<file path="config.mk">
export PLATFORM = sky130hd
export DESIGN_NAME = accum_ctrl_flat
export DESIGN_NICKNAME = d
export VERILOG_FILES = /design/src/rtl/accum_ctrl_pkg.sv /design/src/rtl/accum_ctrl_if.sv /design/src/rtl/accum_step_counter.sv /design/src/rtl/accum_ctrl.sv /design/src/flat_wrapper.sv
export SDC_FILE = /design/constraint.sdc
export NUM_CORES = 1
export LEC_CHECK = 0
export ABC_AREA = 1
export BUFFER_PORTS_ARGS = -buffer_cell sky130_fd_sc_hd__buf_2
export CAP_MARGIN = 30
export CELL_PAD_IN_SITES_DETAIL_PLACEMENT = 1
export CELL_PAD_IN_SITES_GLOBAL_PLACEMENT = 1
export CORE_MARGIN = 2
export CORE_UTILIZATION = 30
export CTS_BUF_LIST = sky130_fd_sc_hd__clkbuf_8
export DETAILED_ROUTE_END_ITERATION = 8
export PLACE_DENSITY = 0.71
export RECOVER_POWER = 50
export SLEW_MARGIN = 20
export SYNTH_ARGS = -nofsm -noshare
export SYNTH_HDL_FRONTEND = slang
export SYNTH_SLANG_ARGS = --single-unit
</file>
<file path="constraint.sdc">
create_clock -name ck_i -period 1.5 [get_ports ck_i]
set_input_delay 0.3 -clock ck_i [delete_from_list [all_inputs] [get_ports ck_i]]
set_output_delay 0.3 -clock ck_i [all_outputs]
set_load 0.005 [all_outputs]
</file>
<file path="src/rtl/accum_ctrl_pkg.sv">
// Shared definitions for the accumulator command sequencer.
//   op_e    : command encodings seen on cmd_op (requester side uses the same values)
//   state_e : controller FSM states
//   DefW    : default accumulator / operand width
//   DefCW   : default repeat-count width
package accum_ctrl_pkg;

  localparam int unsigned DefW  = 8;
  localparam int unsigned DefCW = 8;

  typedef enum logic [1:0] {
    OpNop    = 2'b00,
    OpClear  = 2'b01,
    OpAdd    = 2'b10,
    OpAddSat = 2'b11
  } op_e;

  typedef enum logic [1:0] {
    StIdle = 2'b00,
    StClr  = 2'b01,
    StRun  = 2'b10,
    StFin  = 2'b11
  } state_e;

  function automatic logic is_add(op_e op);
    return (op == OpAdd) || (op == OpAddSat);
  endfunction

endpackage

</file>
<file path="src/rtl/accum_ctrl_if.sv">
// Command/response bundle between a requester and accum_ctrl.
//   cmd_valid/cmd_ready : handshake, command taken on valid & ready
//   cmd_op              : op_e encoding
//   cmd_step            : addend applied each enabled cycle
//   cmd_count           : number of accumulate cycles (0 allowed)
//   done                : one-cycle completion pulse
//   ovf, result         : carry flag and captured register value, valid with done
// Modports: master = requester, slave = controller.
interface accum_ctrl_if
  import accum_ctrl_pkg::*;
#(
  parameter int unsigned W  = DefW,
  parameter int unsigned CW = DefCW
);

  logic          cmd_valid;
  logic          cmd_ready;
  logic [1:0]    cmd_op;
  logic [W-1:0]  cmd_step;
  logic [CW-1:0] cmd_count;
  logic          done;
  logic          ovf;
  logic [W-1:0]  result;

  modport master (
    output cmd_valid, cmd_op, cmd_step, cmd_count,
    input  cmd_ready, done, ovf, result
  );

  modport slave (
    input  cmd_valid, cmd_op, cmd_step, cmd_count,
    output cmd_ready, done, ovf, result
  );

endinterface

</file>
<file path="src/rtl/accum_step_counter.sv">
// Loadable down-counter tracking the remaining accumulate cycles.
//   ck_i, rst_i  : clock, asynchronous active-high reset (count -> 0)
//   load_i       : load load_val_i
//   load_val_i   : new count
//   dec_i        : decrement by one
//   clr_i        : discard the remaining count (highest priority)
//   last_o       : high while exactly one cycle remains
module accum_step_counter #(
  parameter int unsigned CW = 8
) (
  input  logic          ck_i,
  input  logic          rst_i,
  input  logic          load_i,
  input  logic [CW-1:0] load_val_i,
  input  logic          dec_i,
  input  logic          clr_i,
  output logic          last_o
);

  logic [CW-1:0] cnt_q, cnt_d;

  always_comb begin
    cnt_d = cnt_q;
    if (clr_i) begin
      cnt_d = '0;
    end else if (load_i) begin
      cnt_d = load_val_i;
    end else if (dec_i && (cnt_q != '0)) begin
      cnt_d = cnt_q - CW'(1);
    end
  end

  always_ff @(posedge ck_i or posedge rst_i) begin
    if (rst_i) begin
      cnt_q <= '0;
    end else begin
      cnt_q <= cnt_d;
    end
  end

  assign last_o = (cnt_q == CW'(1));

endmodule

</file>
<file path="src/rtl/accum_ctrl.sv">
// Command sequencer for the external 8-bit adder + register accumulator.
// Takes one command at a time (NOP, CLEAR, ADD, ADD_SAT), drives the adder A
// operand and the register's active-low EN/CLR, and reports the final register
// value with a one-cycle done pulse.
//   ck_i, rst_i : clock, asynchronous active-high reset
//   bus         : accum_ctrl_if.slave command/response bundle
//   dp_a_o      : adder A operand (adder CI tied low externally)
//   dp_en_n_o   : register load enable, active low
//   dp_clr_n_o  : register clear, active low
//   dp_co_i     : adder carry-out
//   dp_q_i      : register output
module accum_ctrl
  import accum_ctrl_pkg::*;
#(
  parameter int unsigned W  = DefW,
  parameter int unsigned CW = DefCW
) (
  input  logic         ck_i,
  input  logic         rst_i,
  accum_ctrl_if.slave  bus,
  output logic [W-1:0] dp_a_o,
  output logic         dp_en_n_o,
  output logic         dp_clr_n_o,
  input  logic         dp_co_i,
  input  logic [W-1:0] dp_q_i
);

  state_e       state_q, state_d;
  op_e          op_q, op_d;
  logic [W-1:0] a_q, a_d;
  logic [W-1:0] result_q, result_d;
  logic         ovf_q, ovf_d;
  logic         done_q, done_d;
  logic         cnt_load, cnt_dec, cnt_clr, cnt_last;
  op_e          cmd_op;

  assign cmd_op = op_e'(bus.cmd_op);

  accum_step_counter #(
    .CW (CW)
  ) u_step_counter (
    .ck_i       (ck_i),
    .rst_i      (rst_i),
    .load_i     (cnt_load),
    .load_val_i (bus.cmd_count),
    .dec_i      (cnt_dec),
    .clr_i      (cnt_clr),
    .last_o     (cnt_last)
  );

  always_comb begin
    state_d    = state_q;
    op_d       = op_q;
    a_d        = a_q;
    ovf_d      = ovf_q;
    result_d   = result_q;
    done_d     = 1'b0;
    cnt_load   = 1'b0;
    cnt_dec    = 1'b0;
    cnt_clr    = 1'b0;
    dp_en_n_o  = 1'b1;
    dp_clr_n_o = 1'b1;

    unique case (state_q)
      StIdle: begin
        if (bus.cmd_valid) begin
          op_d = cmd_op;
          if (cmd_op == OpNop) begin
            state_d = StFin;
          end else if (cmd_op == OpClear) begin
            state_d = StClr;
          end else begin
            ovf_d = 1'b0;
            if (bus.cmd_count == '0) begin
              state_d = StFin;
            end else begin
              state_d  = StRun;
              a_d      = bus.cmd_step;
              cnt_load = 1'b1;
            end
          end
        end
      end
      StClr: begin
        dp_clr_n_o = 1'b0;
        state_d    = StFin;
      end
      StRun: begin
        if ((op_q == OpAddSat) && dp_co_i) begin
          // Block the wrapped load and abandon the remaining cycles.
          ovf_d   = 1'b1;
          cnt_clr = 1'b1;
          state_d = StFin;
        end else begin
          dp_en_n_o = 1'b0;
          cnt_dec   = 1'b1;
          if (dp_co_i) begin
            ovf_d = 1'b1;
          end
          if (cnt_last) begin
            state_d = StFin;
          end
        end
      end
      StFin: begin
        result_d = dp_q_i;
        done_d   = 1'b1;
        state_d  = StIdle;
      end
      default: state_d = StIdle;
    endcase
  end

  always_ff @(posedge ck_i or posedge rst_i) begin
    if (rst_i) begin
      state_q  <= StIdle;
      op_q     <= OpNop;
      a_q      <= '0;
      ovf_q    <= 1'b0;
      result_q <= '0;
      done_q   <= 1'b0;
    end else begin
      state_q  <= state_d;
      op_q     <= op_d;
      a_q      <= a_d;
      ovf_q    <= ovf_d;
      result_q <= result_d;
      done_q   <= done_d;
    end
  end

  assign dp_a_o        = a_q;
  assign bus.cmd_ready = (state_q == StIdle);
  assign bus.done      = done_q;
  assign bus.ovf       = ovf_q;
  assign bus.result    = result_q;

  // Unused-op guard: is_add keeps the op classification in one place for users.
  logic unused_is_add;
  assign unused_is_add = is_add(op_q);

endmodule

</file>
<file path="src/flat_wrapper.sv">
// flat-port wrapper written by rule: the top's interface ports become plain ports
module accum_ctrl_flat import accum_ctrl_pkg::*;
#(
  parameter int unsigned W  = DefW,
  parameter int unsigned CW = DefCW
)
  (ck_i, rst_i, dp_a_o, dp_en_n_o, dp_clr_n_o, dp_co_i, dp_q_i, bus_cmd_valid, bus_cmd_op, bus_cmd_step, bus_cmd_count, bus_cmd_ready, bus_done, bus_ovf, bus_result);
  accum_ctrl_if #(.W(W), .CW(CW)) bus_i ();
  input  logic ck_i;
  input  logic rst_i;
  output logic [W-1:0] dp_a_o;
  output logic dp_en_n_o;
  output logic dp_clr_n_o;
  input  logic dp_co_i;
  input  logic [W-1:0] dp_q_i;
  input wire logic [$bits(bus_i.cmd_valid)-1:0] bus_cmd_valid;
  input wire logic [$bits(bus_i.cmd_op)-1:0] bus_cmd_op;
  input wire logic [$bits(bus_i.cmd_step)-1:0] bus_cmd_step;
  input wire logic [$bits(bus_i.cmd_count)-1:0] bus_cmd_count;
  output wire logic [$bits(bus_i.cmd_ready)-1:0] bus_cmd_ready;
  output wire logic [$bits(bus_i.done)-1:0] bus_done;
  output wire logic [$bits(bus_i.ovf)-1:0] bus_ovf;
  output wire logic [$bits(bus_i.result)-1:0] bus_result;
  assign bus_i.cmd_valid = bus_cmd_valid;
  assign bus_i.cmd_op = bus_cmd_op;
  assign bus_i.cmd_step = bus_cmd_step;
  assign bus_i.cmd_count = bus_cmd_count;
  assign bus_cmd_ready = bus_i.cmd_ready;
  assign bus_done = bus_i.done;
  assign bus_ovf = bus_i.ovf;
  assign bus_result = bus_i.result;
  accum_ctrl #(.W(W), .CW(CW)) u_core (.ck_i(ck_i), .rst_i(rst_i), .bus(bus_i), .dp_a_o(dp_a_o), .dp_en_n_o(dp_en_n_o), .dp_clr_n_o(dp_clr_n_o), .dp_co_i(dp_co_i), .dp_q_i(dp_q_i));
endmodule
</file>
======== Word-level counts from Yosys, hierarchy flattened ========
Cells that the tools add are included.
storage, ports and cells
  register bits ........................... 30
  bits of input ports ..................... 30
  logic and storage cells ................. 62
operators by class
  add/sub/neg operators ................... 1
  equal/unequal tests ..................... 11
  multiplexer cells ....................... 28
  bitwise logic cells ..................... 3
  reductions and logical operators ........ 12
operators by type and width
  operator                                                                number
  8-bit two-way mux                                                       3
  1-bit two-way mux                                                       18
  2-bit two-way mux                                                       5
  5-bit AND reduction                                                     2
  8-bit by 1-bit equality test with 1-bit output (second input constant)  1
  8-bit logical NOT                                                       1
  2-bit case mux with 4 select lines                                      1
  8-bit nonzero test                                                      1
  8-bit by 1-bit subtractor with 8-bit output (second input constant)     1
  2-bit equality test (second input constant)                             3
  2-bit != test (second input constant)                                   3
  2-bit by 1-bit equality test with 1-bit output (second input constant)  2
  2-bit logical NOT                                                       2
  2-bit AND reduction                                                     2
  3-bit by 1-bit != test with 1-bit output (second input constant)        1
  3-bit by 2-bit != test with 1-bit output (second input constant)        1
  1-bit NOT                                                               3
  3-bit nonzero test                                                      1
  1-bit logical AND                                                       2
  1-bit case mux with 2 select lines                                      1
  2-bit nonzero test                                                      1

======== Longest topological paths before layout ========
  depth in word-level cells ............... 8
  gate-level depth with buffers ........... 10
  gate-level depth less buffers ........... 10

======== Hierarchy ========
Synthesis repeated with hierarchy kept, for this count alone.
second synthesis, totals
  cell total of the unflattened synthesis .. 195
  area total of the unflattened synthesis .. 1616.6 sq um
modules (own cells, without submodules)
  module              instances  cells an instance  area each (sq um)  sequential area each (sq um)
  accum_ctrl          1          107                1022.2             550.5
  accum_step_counter  1          88                 594.3              200.2

======== Worst setup path after synthesis ========
No wires, ideal clock.
  kind .................................... reg2reg
  start ................................... register u_core.state_q[0]
  end ..................................... register u_core.u_step_counter.cnt_q[1]
  library setup time ...................... 0.116 ns
  arrival time ............................ 1.428 ns
  data required time ...................... 1.384 ns
  slack ................................... -0.045 ns
  stages on the path, launching flop included .. 11
  cell sequence ........................... dfrtp_1 -> inv_1 -> ha_1 -> nand2_2 -> nor2_4 -> inv_2 -> nor2_8 -> buf_6 -> o21ai_1 -> nand2_1 -> nand2_1
on the way
  cells in the longest elaborated chain, start to end .. 4
  elaborated cells between the ends (all ways) .. 9
RTL lines
  what                    RTL line                  source
  from (decl)             accum_ctrl.sv:28          state_e state_q, state_d;
  from (signal assigned)  accum_ctrl.sv:116         state_q <= StIdle;
  from (signal assigned)  accum_ctrl.sv:123         state_q <= state_d;
  2-bit logical NOT *     -
  net bus_cmd_ready       flat_wrapper.sv:20        output wire logic [$bits(bus_i.cmd_ready)-1:0] bus_cmd_ready;
  1-bit two-way mux *     accum_ctrl.sv:64          unique case (state_q)
  8-bit two-way mux       accum_step_counter.sv:26  end else if (load_i) begin
  8-bit two-way mux       accum_step_counter.sv:24  if (clr_i) begin
  to (signal assigned)    accum_step_counter.sv:37  cnt_q <= cnt_d;
  to (decl)               accum_step_counter.sv:20  logic [CW-1:0] cnt_q, cnt_d;
Mark *: on every way through the listed nets, which the timed path passes. The rest lies on a longest branch.
A chain may end at the register's enable or synchronous reset.

======== Worst setup path after layout ========
  start ................................... register u_core.state_q[0]
  end ..................................... register u_core.u_step_counter.cnt_q[3]
on the way
  cells in the longest elaborated chain, start to end .. 4
  elaborated cells between the ends (all ways) .. 9
RTL lines
  what                                                               RTL line
  2-bit equality test or 2-bit logical NOT (tied branches)           accum_ctrl.sv:64
  1-bit two-way mux                                                  accum_ctrl.sv:64
  1-bit logical AND or 8-bit two-way mux (tied branches)             accum_step_counter.sv:28, accum_step_counter.sv:26
  3-bit nonzero test (no line) or 8-bit two-way mux (tied branches)  -
Parallel ways exist; a longest one is shown, timed or not.

==> results.cfg <==
[clocking]
clock-sinks = 30
cts_buffer_depth = 2
htreeDepth = 2
cts_hold_buf = 0
clk_latency_ps = 270
cts_root_buf = clkbuf_8
cts_buffers = 5
clk_pin_slew_ps = 60
cts_tree = built

[setup_path]
cp_common_cell = nand2_1
crit_fanout = 9
cp-start-kind = flop
path_delay_family = flip-flops
critPathSlowestCell = dfrtp_1
r2r-start = u_core.state_q[0]$_DFFE_PP0P_
path_cells = inv_2 > ha_4 > nand2_2 > nor2_4 > o21ai_4 > o21ai_0 > nand2_1 > nand2_1
end_kind = flop
critPathBufInv = 1
reg2reg_depth = 8
timing.rr.end = u_core.u_step_counter.cnt_q[3]$_DFFE_PP0P_
cpPeakStageDelay_ps = 390
path_class = reg -> reg
rrSetupSlack_ps = 50
cp_data_arrival_time_ps = 1670
required_ps = 1720

[route]
drc = 0
drt.antenna.violating_nets = 0
dr.first_iter.drc_count = 28
avgViaCountPerCell = 4.462
wl_per_cell_um = 12.56
finalWirelength_um = 4508
num_vias = 1602
drtPass1Iterations = 4

[timing]
fin_crit_sh_pct = 96.65
maxSlewViolCount = 0
fin_ws_ps = 50.25
worst_pin_slew_ps = 771.1
rsz0062_at_grt = yes
setup_viol = 0
layout_min_cycle_time_ps = 1450
skew_ps = 3.563
fmax_ghz = 0.6898
hold_viol = 0
relSlewSlack_pct = 48.60

[placement]
dp_slack_ps = -71.66
dp_hpwl_um = 3437
routabilityCongestion = 0.8028
placedInstanceArea_mm2 = 0.002155
io_buffer_count = 50

[cells_and_area]
drive_gt1_share_pct = 41.11
antenna_cells = 0
final_common_cell = nand2_1
final_cell_mix = nand2_1 (80), buf_2 (50), dfrtp_1 (30), inv_1 (18), buf_4 (17)
layout.nets = 324
areaGrowthSynthToFinish_pct = 38.00
nFillCells = 697
fin_area_mm2 = 0.002367
fin_util_pct = 42.99

[global_route]
grt_pass1_wl_um = 7755
overflow = 0
grt_pass1_vias = 1673
antenna_found_initial = 0
grt_max_degree = 31
track_usage_pct = 15.70

[synth]
synth-seq-area-share_pct = 43.76
syn_area_per_cell_um2 = 8.091
synth_area_mm2 = 0.001715
synth_cell_types = 23
syn-instance-count = 212
yosysWarnings = 0
ys_seq_elements = 30
synth_nets = 249

[min_path]
holdPathStages = 3
hold_path_end = u_core.dp_a_o[2]$_DFFE_PP0P_
min_from = bus_cmd_step[2]
hp-class = in -> reg

[floorplanning]
core_area_mm2 = 0.005507
die-area_mm2 = 0.006339
die_y_um = 79.62
fp-row-count = 27
ios = 51
initial_utilization_pct = 31.15
die_x_um = 79.62

[flow_run]
drv_cap = 0

[power]
internal-power_mw = 2.906
p_leak_nw = 1.261
pwr-share-seq_pct = 30.5
powerDensity_mw_per_mm2 = 2023
ir_drop_mv = 0.8670
power_frac_comb_pct = 52.2
clockPowerShare_pct = 17.3
power_switching_mw = 1.882
swShare_pct = 39.31

[outcome]
status = complete, no violations
## final cells by class
type	count	area, um^2	area share [%]
Sequential cell	30	750.7	31.71
Timing Repair Buffer	70	405.4	17.12
Multi-Input combinational cell	155	909.6	38.42
Clock buffer	6	82.58	3.488
Inverter	25	98.84	4.175
Clock inverter	1	30.03	1.268
Tap cell	72	90.09	3.805
## cell families after synthesis
| family | count (synthesis) | share of synthesized area (%) |
|---|---|---|
| mux | 9 | 5.908 |
| compound gates | 15 | 5.471 |
| xor+xnor | 2 | 1.021 |
| buf+inv | 28 | 7.075 |
| fa+ha+maj | 7 | 5.106 |
| flops | 30 | 43.76 |
| simple gates | 121 | 31.66 |
## tightest hold or removal path, stage by stage
cell and delay (ps):
buf_2 70, nand2_1 40, nand2_1 40
## worst max-delay path by stage
stage,from,endpoint,depth (start not counted)
after floorplan,u_core.state_q[1]$_DFFE_PP0P_,u_core.u_step_counter.cnt_q[1]$_DFFE_PP0P_,10
after global placement,u_core.state_q[0]$_DFFE_PP0P_,u_core.u_step_counter.cnt_q[7]$_DFFE_PP0P_,7
after detailed placement,u_core.state_q[0]$_DFFE_PP0P_,u_core.u_step_counter.cnt_q[2]$_DFFE_PP0P_,7
after CTS,u_core.state_q[1]$_DFFE_PP0P_,dp_clr_n_o,5
after global routing,u_core.state_q[0]$_DFFE_PP0P_,u_core.u_step_counter.cnt_q[1]$_DFFE_PP0P_,10
final,u_core.state_q[0]$_DFFE_PP0P_,u_core.u_step_counter.cnt_q[3]$_DFFE_PP0P_,8
## power groups by stage
stage               clock network, mW  logic, mW  registers [mW]
detailed placement                  0       2.36            1.47
CTS                             0.852       2.42            1.46
floorplan                           0       1.42            1.47
global placement                    0       2.32            1.44
global route                    0.888       2.88            1.52
finish                          0.829       2.50            1.46
## timing repair
action | in CTS | in global routing
gates resized for setup | 4 | 14
setup endpoints to repair | 18 | 20
pin swaps | 3 | 1
setup buffers | 2 | 3
cloned | 1 | 0
## per-layer routing
layer	up-vias	GRT usage [%]	part of all wire [%]
met1	765	19.19	42
met3	4	3.733	3.6
met2	24	28.07	53
met4	0	3.103	0.62
li1	809	-	-
met5	-	0	0
## cell usage after synthesis
cell type  count  share of area, %
nand3_1        9               2.6
nand3_2        1              0.58
clkinv_2       1              0.29
o21ai_2        2               1.0
nor2_8         1               1.2
o21ai_1        2              0.58
o21ai_4        1              0.95
xnor2_1        1              0.51
inv_1         21               4.6
nand2_2        6               2.2
nand2_1       82                18
o21ai_0       10               2.9
xor2_1         1              0.51
nand4_1        3               1.1
ha_1           7               5.1
inv_2          3              0.66
nor2_4         4               2.6
mux2_2         9               5.9
dfrtp_1       30                44
nor2_1        14               3.1
buf_6          2               1.3
clkbuf_1       1              0.22
nor2_2         1              0.36
## stage by stage
| step | TNS (ps) | hold WS (ps) | cells | power (mW) |
|---|---|---|---|---|
| 2_1_floorplan | 0 | 390.8 | 212 | 2.897 |
| 3_3_place_gp | -148.4 | 402.2 | 346 | 3.766 |
| 3_5_place_dp | -662.2 | 406.6 | 346 | 3.830 |
| 4_1_cts | -12.27 | 102.7 | 356 | 4.732 |
| 5_1_grt | -655.6 | 211.7 | 359 | 5.285 |
| 6_report | 0 | 216.3 | 359 | 4.789 |
## state kept, by name, indices dropped and copies added, names as in the netlist
register and count:
u_core.bus.result 8, u_core.dp_a_o 8, u_core.u_step_counter.cnt_q 8, u_core.op_q 2, u_core.state_q 2, u_core.bus.done 1, u_core.bus.ovf 1
(Power assumes the default switching activity.)
